<file path="src/rtl/idecode.sv">
// idecode: MIPS32 decode stage with register file, load-use stall, flush bubble and ID/EX register
module idecode #(
  parameter logic [31:0] NOP_WORD  = 32'h0000_0000,
  parameter int          REG_COUNT = 32
) (
  input  logic        clk,
  input  logic        rst,
  input  logic [31:0] IR_in,
  input  logic [31:0] NPC_in,
  input  logic        valid_in,
  input  logic        flush,
  input  logic        ex_mem_rd,
  input  logic [4:0]  ex_rd,
  input  logic        wb_en,
  input  logic [4:0]  wb_addr,
  input  logic [31:0] wb_data,
  output logic        stall,
  output logic [31:0] A,
  output logic [31:0] B,
  output logic [31:0] Imm,
  output logic [31:0] NPC_out,
  output logic [31:0] IR_out,
  output logic [4:0]  rd_out,
  output logic        reg_wr_out,
  output logic        mem_rd_out,
  output logic        mem_wr_out,
  output logic        valid_out
);
  typedef struct packed {
    logic [31:0] a;
    logic [31:0] b;
    logic [31:0] imm;
    logic [31:0] npc;
    logic [31:0] ir;
    logic [4:0]  rd;
    logic        reg_wr;
    logic        mem_rd;
    logic        mem_wr;
    logic        valid;
  } idex_t;
  logic [31:0] rf_q [REG_COUNT];
  idex_t       idex_d, idex_q;
  logic [5:0]  op;
  logic [4:0]  rs, rt, rd;
  logic [15:0] imm;
  logic [31:0] rs_val, rt_val;
  logic        is_r, is_lw, is_sw, no_wr, zext, bubble;
  always_comb begin
    op     = IR_in[31:26];
    rs     = IR_in[25:21];
    rt     = IR_in[20:16];
    rd     = IR_in[15:11];
    imm    = IR_in[15:0];
    rs_val = rs == 5'd0 ? 32'd0 : (wb_en && wb_addr == rs) ? wb_data : rf_q[rs];
    rt_val = rt == 5'd0 ? 32'd0 : (wb_en && wb_addr == rt) ? wb_data : rf_q[rt];
    is_r   = op == 6'h00;
    is_lw  = op == 6'h23;
    is_sw  = op == 6'h2B;
    no_wr  = is_sw || op == 6'h04 || op == 6'h05 || op == 6'h02;
    zext   = op == 6'h0C || op == 6'h0D || op == 6'h0E;
    stall  = !rst && valid_in && ex_mem_rd && ex_rd != 5'd0 && (ex_rd == rs || ex_rd == rt) && !flush;
    bubble = stall || flush || !valid_in;
    idex_d    = '0;
    idex_d.ir = NOP_WORD;
    if (!bubble) begin
      idex_d.a      = rs_val;
      idex_d.b      = rt_val;
      idex_d.imm    = zext ? {16'd0, imm} : {{16{imm[15]}}, imm};
      idex_d.npc    = NPC_in;
      idex_d.ir     = IR_in;
      idex_d.rd     = is_r ? rd : no_wr ? 5'd0 : rt;
      idex_d.reg_wr = !no_wr;
      idex_d.mem_rd = is_lw;
      idex_d.mem_wr = is_sw;
      idex_d.valid  = 1'b1;
    end
  end
  always_ff @(posedge clk) begin
    if (rst) begin
      idex_q    <= '0;
      idex_q.ir <= NOP_WORD;
    end else begin
      idex_q <= idex_d;
    end
  end
  always_ff @(posedge clk) begin
    if (rst) begin
      for (int i = 0; i < REG_COUNT; i++) rf_q[i] <= '0;
    end else if (wb_en && wb_addr != 5'd0) begin
      rf_q[wb_addr] <= wb_data;
    end
  end
  assign A          = idex_q.a;
  assign B          = idex_q.b;
  assign Imm        = idex_q.imm;
  assign NPC_out    = idex_q.npc;
  assign IR_out     = idex_q.ir;
  assign rd_out     = idex_q.rd;
  assign reg_wr_out = idex_q.reg_wr;
  assign mem_rd_out = idex_q.mem_rd;
  assign mem_wr_out = idex_q.mem_wr;
  assign valid_out  = idex_q.valid;
endmodule

</file>
<file path="config.mk">
export PLATFORM = sky130hd
export DESIGN_NAME = idecode
export DESIGN_NICKNAME = d
export VERILOG_FILES = /design/src/rtl/idecode.sv
export SDC_FILE = /design/constraint.sdc
export NUM_CORES = 2
export LEC_CHECK = 0
export BUFFER_PORTS_ARGS = -buffer_cell sky130_fd_sc_hd__buf_2
export CORE_MARGIN = 5
export CORE_UTILIZATION = 30
export CTS_CLUSTER_DIAMETER = 80
export DETAILED_ROUTE_END_ITERATION = 10
export GPL_TIMING_DRIVEN = 0
export SLEW_MARGIN = 30
export SYNTH_ARGS = -nofsm -noshare
export SYNTH_HDL_FRONTEND = slang
export SYNTH_SLANG_ARGS = --single-unit
</file>
<file path="constraint.sdc">
create_clock -name clk -period 3.1 [get_ports clk]
set_input_delay 0.31 -clock clk [delete_from_list [all_inputs] [get_ports clk]]
set_output_delay 0.31 -clock clk [all_outputs]
set_load 0.005 [all_outputs]
</file>
; ---- Yosys cells after proc, flatten, opt, wreduce, memory -nomap -nowiden
; Memories as Yosys holds them, arrays and structs flattened. A register that Yosys moved wholly into a read port is not among the register bits.
; Index checks and enable logic that the tools add are counted.
[totals]
regBits = 90
ram_bits = 1024
in_bits = 112
out_inout_bits = 170
word_cells = 59
memories = 1
[memory_table]
columns = memory, depth, word_bits, read_ports, rd_clocked_by_memory_dff, write_ports, line_no
row1 = rf_q, 32, 32, 2, 2, 32, 41  ; logic [31:0] rf_q [REG_COUNT];
[classes]
eq_ne = 10
mux = 11
reduce_logical = 28
[ops]
columns = cell, n
row1 = $mux 32, 1
row2 = $reduce_or 32->1, 1
row3 = $eq 6x4->1 const B, 3
row4 = $mux 5, 3
row5 = $eq 6x3->1 const B, 2
row6 = $eq 6x6->1 const B, 2
row7 = $eq 5x5->1, 2
row8 = $logic_not 5->1, 2
row9 = $reduce_bool 5->1, 2
row10 = $reduce_or 3->1, 3
row11 = $logic_or 1x1->1, 8
row12 = $mux 1, 7
row13 = $eq 6x2->1 const B, 1
row14 = $logic_and 1x1->1, 6
row15 = $logic_not 6->1, 1
row16 = $logic_not 1->1, 4
row17 = $reduce_or 2->1, 1

; ---- Logic depth before layout (Yosys ltp)
[logic_depth]
ltp_word = 9
depth_mapped = 10
ltp_nobuf = 8

; ---- Worst setup path before layout
; No wires, ideal clock.
[synth_timing]
path_kind = input -> register
from = input port wb_addr[4]
to = memory rf_q[4][0], enable pin
setup_time_ps = 390
arrival_ps = 2230
t_required_ps = 2710
slack_ps = 480
cell_stages = 8
path_buffers = 4
path_cell_list = clkbuf_1 -> or3_1 -> clkbuf_1 -> nand4bb_1 -> clkbuf_1 -> buf_2 -> nor2_1 -> or2_1
[synth_lines]
columns = element, line_no
row1 = from (decl), 15  ; input logic [4:0] wb_addr,
row2 = to (decl), 41

; ---- Worst setup path after layout
[layout_timing]
from = input port IR_in[24]
to = register, netlist name A[13]
[layout_between]
elab_chain_len = 7
word_cells_on_any_way = 8
cone_classes = eq/ne: 1 / reduce/logical: 7
[layout_rtl]
columns = element, line_no
row1 = from (decl), 8  ; input logic [31:0] IR_in,
row2 = $eq 5x5->1, 61  ; stall = !rst && valid_in && ex_mem_rd && ex_rd != 5'd0 && (ex_rd == rs || ex_rd == rt) && !flush;
row3 = $logic_or 1x1->1, 61
row4 = $logic_and 1x1->1 (2 in series), 61
row5 = $logic_or 1x1->1 (2 in series), 62  ; bubble = stall || flush || !valid_in;
row6 = $reduce_or 3->1 (no source line), -
; Several ways; a longest one is shown, not always the timed one.
; A chain may end at the register's enable or synchronous reset.

==> impl_metrics.csv <==
group,metric,value,unit
power,sequentialPowerShare,46.2,%
yosys,syn_area,58130,um^2
yosys,synth_edf_count,1024,
power,p_leak,22.34,nW
timing,setup-violations-final,11,
cts,h-tree-depth,4,
power,total_power,39.47,mW
job,maxCapViolCount,0,
yosys,yosysMostFrequentCell,"edfxtp_1",
yosys,ys_warn_count,0,
status,status,"complete, but fails checks",
critical_path,startpoint_type,"input port",
yosys,ys.flop_type,"edfxtp_1",
cts,cts_tree,"yes",
cells_and_area,area_growth,18.30,%
route,vias_per_cell,6.409,
critical_path,critical_path_class,"input port to register",
yosys,synth_top_area_share,52.89,%
placement,place_area,63590,um^2
cts,post_cts_buffers,0,
timing,max_clock_freq,293.5,MHz
hold_path,hold_path.class,"input port to register",
placement,gp_congestion,1.015,
die,core,192600,um^2
yosys,synth_common_cells,"1024 x edfxtp_1, 965 x nor3_1, 479 x mux4_2",
power,switchingPower,10.89,mW
timing,fin_tns_setup,-1.192,ns
yosys,netlist_instances,4106,
die,core.rowCount,161,
power,sw_frac_of_total,27.59,%
route,routed_wl,277700,um
die,die_width,450.2,um
yosys,synth.ff_latch_count,1162,
grt,grt_usage,26.50,%
timing,hold_viol,0,
timing,post-route-period-util,109.9,%
placement,dp_hpwl,197700,um
power,peakVddDrop,0.6076,mV
critical_path,path_max_fanout,10,
timing,tightestPinTransition,1.156,ns
yosys,seq_area_frac_synth,57.65,%
route,wire_per_inst,37.96,um
cts,clkSinkCount,1162,
critical_path,cp.required,3.71,ns
yosys,syn_avg_cell_area,14.16,um^2
die,io_pins,282,
yosys,yosys.area.top_type,"edfxtp_1",
route,drc,0,
power,intPower,28.58,mW
yosys,yosys-top-cells-area,"edfxtp_1 53%, mux4_2 19%, nor3_1 8.3%",
power,powerDensity,573.8,nW/um^2
die,dieArea,202700,um^2
cts,clkLatencyLatePin,0.81,ns
route,drt_iter0_markers,8857,
timing,slew_viol_final,0,
power,power_frac_comb,13.7,%
grt,antenna_found_initial,23,
timing,slew_headroom,22.96,%
placement,io_buffers,270,
status,violations,"setup timing",
cells_and_area,final_area,68770,um^2
yosys,yosys.cell_types.count,49,
power,power_frac_clock,40.2,%
cts,cts_made_buffers,133,
cts,cts_buffer_depth,3,
critical_path,end_kind,"register",
critical_path,cp.arrival,4.02,ns
route,dr.pass1.iters,9,
timing,rsz0062_at_grt,"no",
yosys,async_flop_share,0,%
grt,grt_pass1_wl,372400,um
cells_and_area,final_util,35.71,%
cells_and_area,drive_gt1_share,26.31,%
grt,overflow,0,
timing,finClkSkew,0.03191,ns
die,fp.dieH,450.2,um
route,vias,46880,
die,initial_utilization,30.19,%
grt,grt_max_degree,33,
cells_and_area,fin_nets,4775,
timing,finalWorstSetupSlack,-0.3075,ns
cts,clk_pin_slew_worst_paths,0.06,ns
timing,fin_crit,3.408,ns
grt,grt_pass1_vias,46060,
route,ant_nets,0,
cts,clock-root-buffer,"clkbuf_16",
## final timing paths
check / slack [ns] / endpoint / start / depth (start not counted)
worst min register to register: 0.98 / B[14] / rf_q[10][14] / 5
worst max register to register: 0.69 / B[13] / rf_q[31][13] / 4
worst min-delay path: 0.26 / NPC_out[10] / NPC_in[10] / 3
worst max-delay path: -0.31 / A[13] / IR_in[24] / 9
## sequential cells by signal, indices dropped and copies added, names as in the netlist
name	cells
A	32
mem_rd_out	1
NPC_out	32
rd_out	5
rf_q	1024
mem_wr_out	1
IR_out	17
Imm	16
B	32
valid_out	1
reg_wr_out	1
## power by group through the flow
stage          sequential (mW)  combinational, mW  clock, mW
2_1_floorplan             18.4               2.81          0
3_3_place_gp              18.5               4.86          0
3_5_place_dp              18.5               5.02          0
4_1_cts                   18.2               5.13       15.8
5_1_grt                   18.3               5.37       16.4
6_report                  18.2               5.39       15.8
## critical path, cell delays in order
cell and delay (ns):
buf_2 0.36, clkbuf_1 0.84, nor3_1 0.09, nand2_1 0.34, nand2_1 0.15, a21oi_4 0.53
nand2_1 0.38, buf_2 0.39, o21ai_1 0.59
## cell usage in the layout, fill, tap and decap left out, types with 5 or more instances in the layout
cell	count
nor3_1	965
clkbuf_2	83
buf_4	56
clkbuf_1	339
clkinv_2	14
buf_12	28
conb_1	32
nand4_1	32
buf_1	16
and2_1	95
buf_6	9
or2_4	31
nand3_1	9
o21ai_1	61
nand3b_1	6
xor2_1	6
nand2_1	47
o211ai_1	32
clkinv_1	25
a221oi_1	97
o2bb2ai_1	32
o22ai_1	33
dlygate4sd3_1	87
edfxtp_1	1024
inv_1	33
diode_2	19
xnor2_1	14
mux4_2	479
bufinv_16	5
nor2_1	41
clkinvlp_4	7
a21oi_1	132
clkbuf_16	141
mux2i_1	195
inv_6	9
dfxtp_1	138
buf_8	5
buf_2	363
## logic make-up after synthesis
kind of cell / share of synthesized area, %
AOI/OAI and AO/OA: 4.507
xor gates and xnor gates: 0.3013
buffers and inverters: 4.597
DFF: 57.65
muxes: 21.91
other: 0.006451
and+or+nand+nor: 11.03
## metrics by stage
step	cells	worst slack (ns)	hold slack, ns
final	7315	-0.3075	0.2573
after global routing	7306	0.06321	0.2411
after CTS	7296	0.006424	0.2050
after detailed placement	6967	-1.132	0.5127
after global placement	6933	-1.754	0.5106
after floorplan	4137	0.4797	0.4269
## final cells by class
| type | instances | area (um^2) |
|---|---|---|
| Sequential cell | 1162 | 33510 |
| Clock inverter | 65 | 519.2 |
| Fill cell | 18570 | 123800 |
| Clock buffer | 177 | 3699 |
| Buffer | 565 | 2645 |
| Inverter | 37 | 138.9 |
| Antenna cell | 19 | 47.55 |
| Multi-Input combinational cell | 2372 | 22160 |
| Timing Repair Buffer | 392 | 2889 |
| Tap cell | 2526 | 3161 |
## layer usage
| metal | global-route usage [%] | routed length (um) |
|---|---|---|
| met3 | 10.71 | 43330 |
| met2 | 38.50 | 117300 |
| met4 | 22.16 | 28410 |
| met5 | 0.2367 | 154 |
| met1 | 30.53 | 88510 |
## repair_timing
item | 4_1_cts | 5_1_grt
hold endpoints to repair | 128 | 0
hold buffers | 87 | 0
resized for setup | 3 | 3
setup endpoints to repair | 15 | 2
Note: power is estimated with default switching activity, not from simulation.
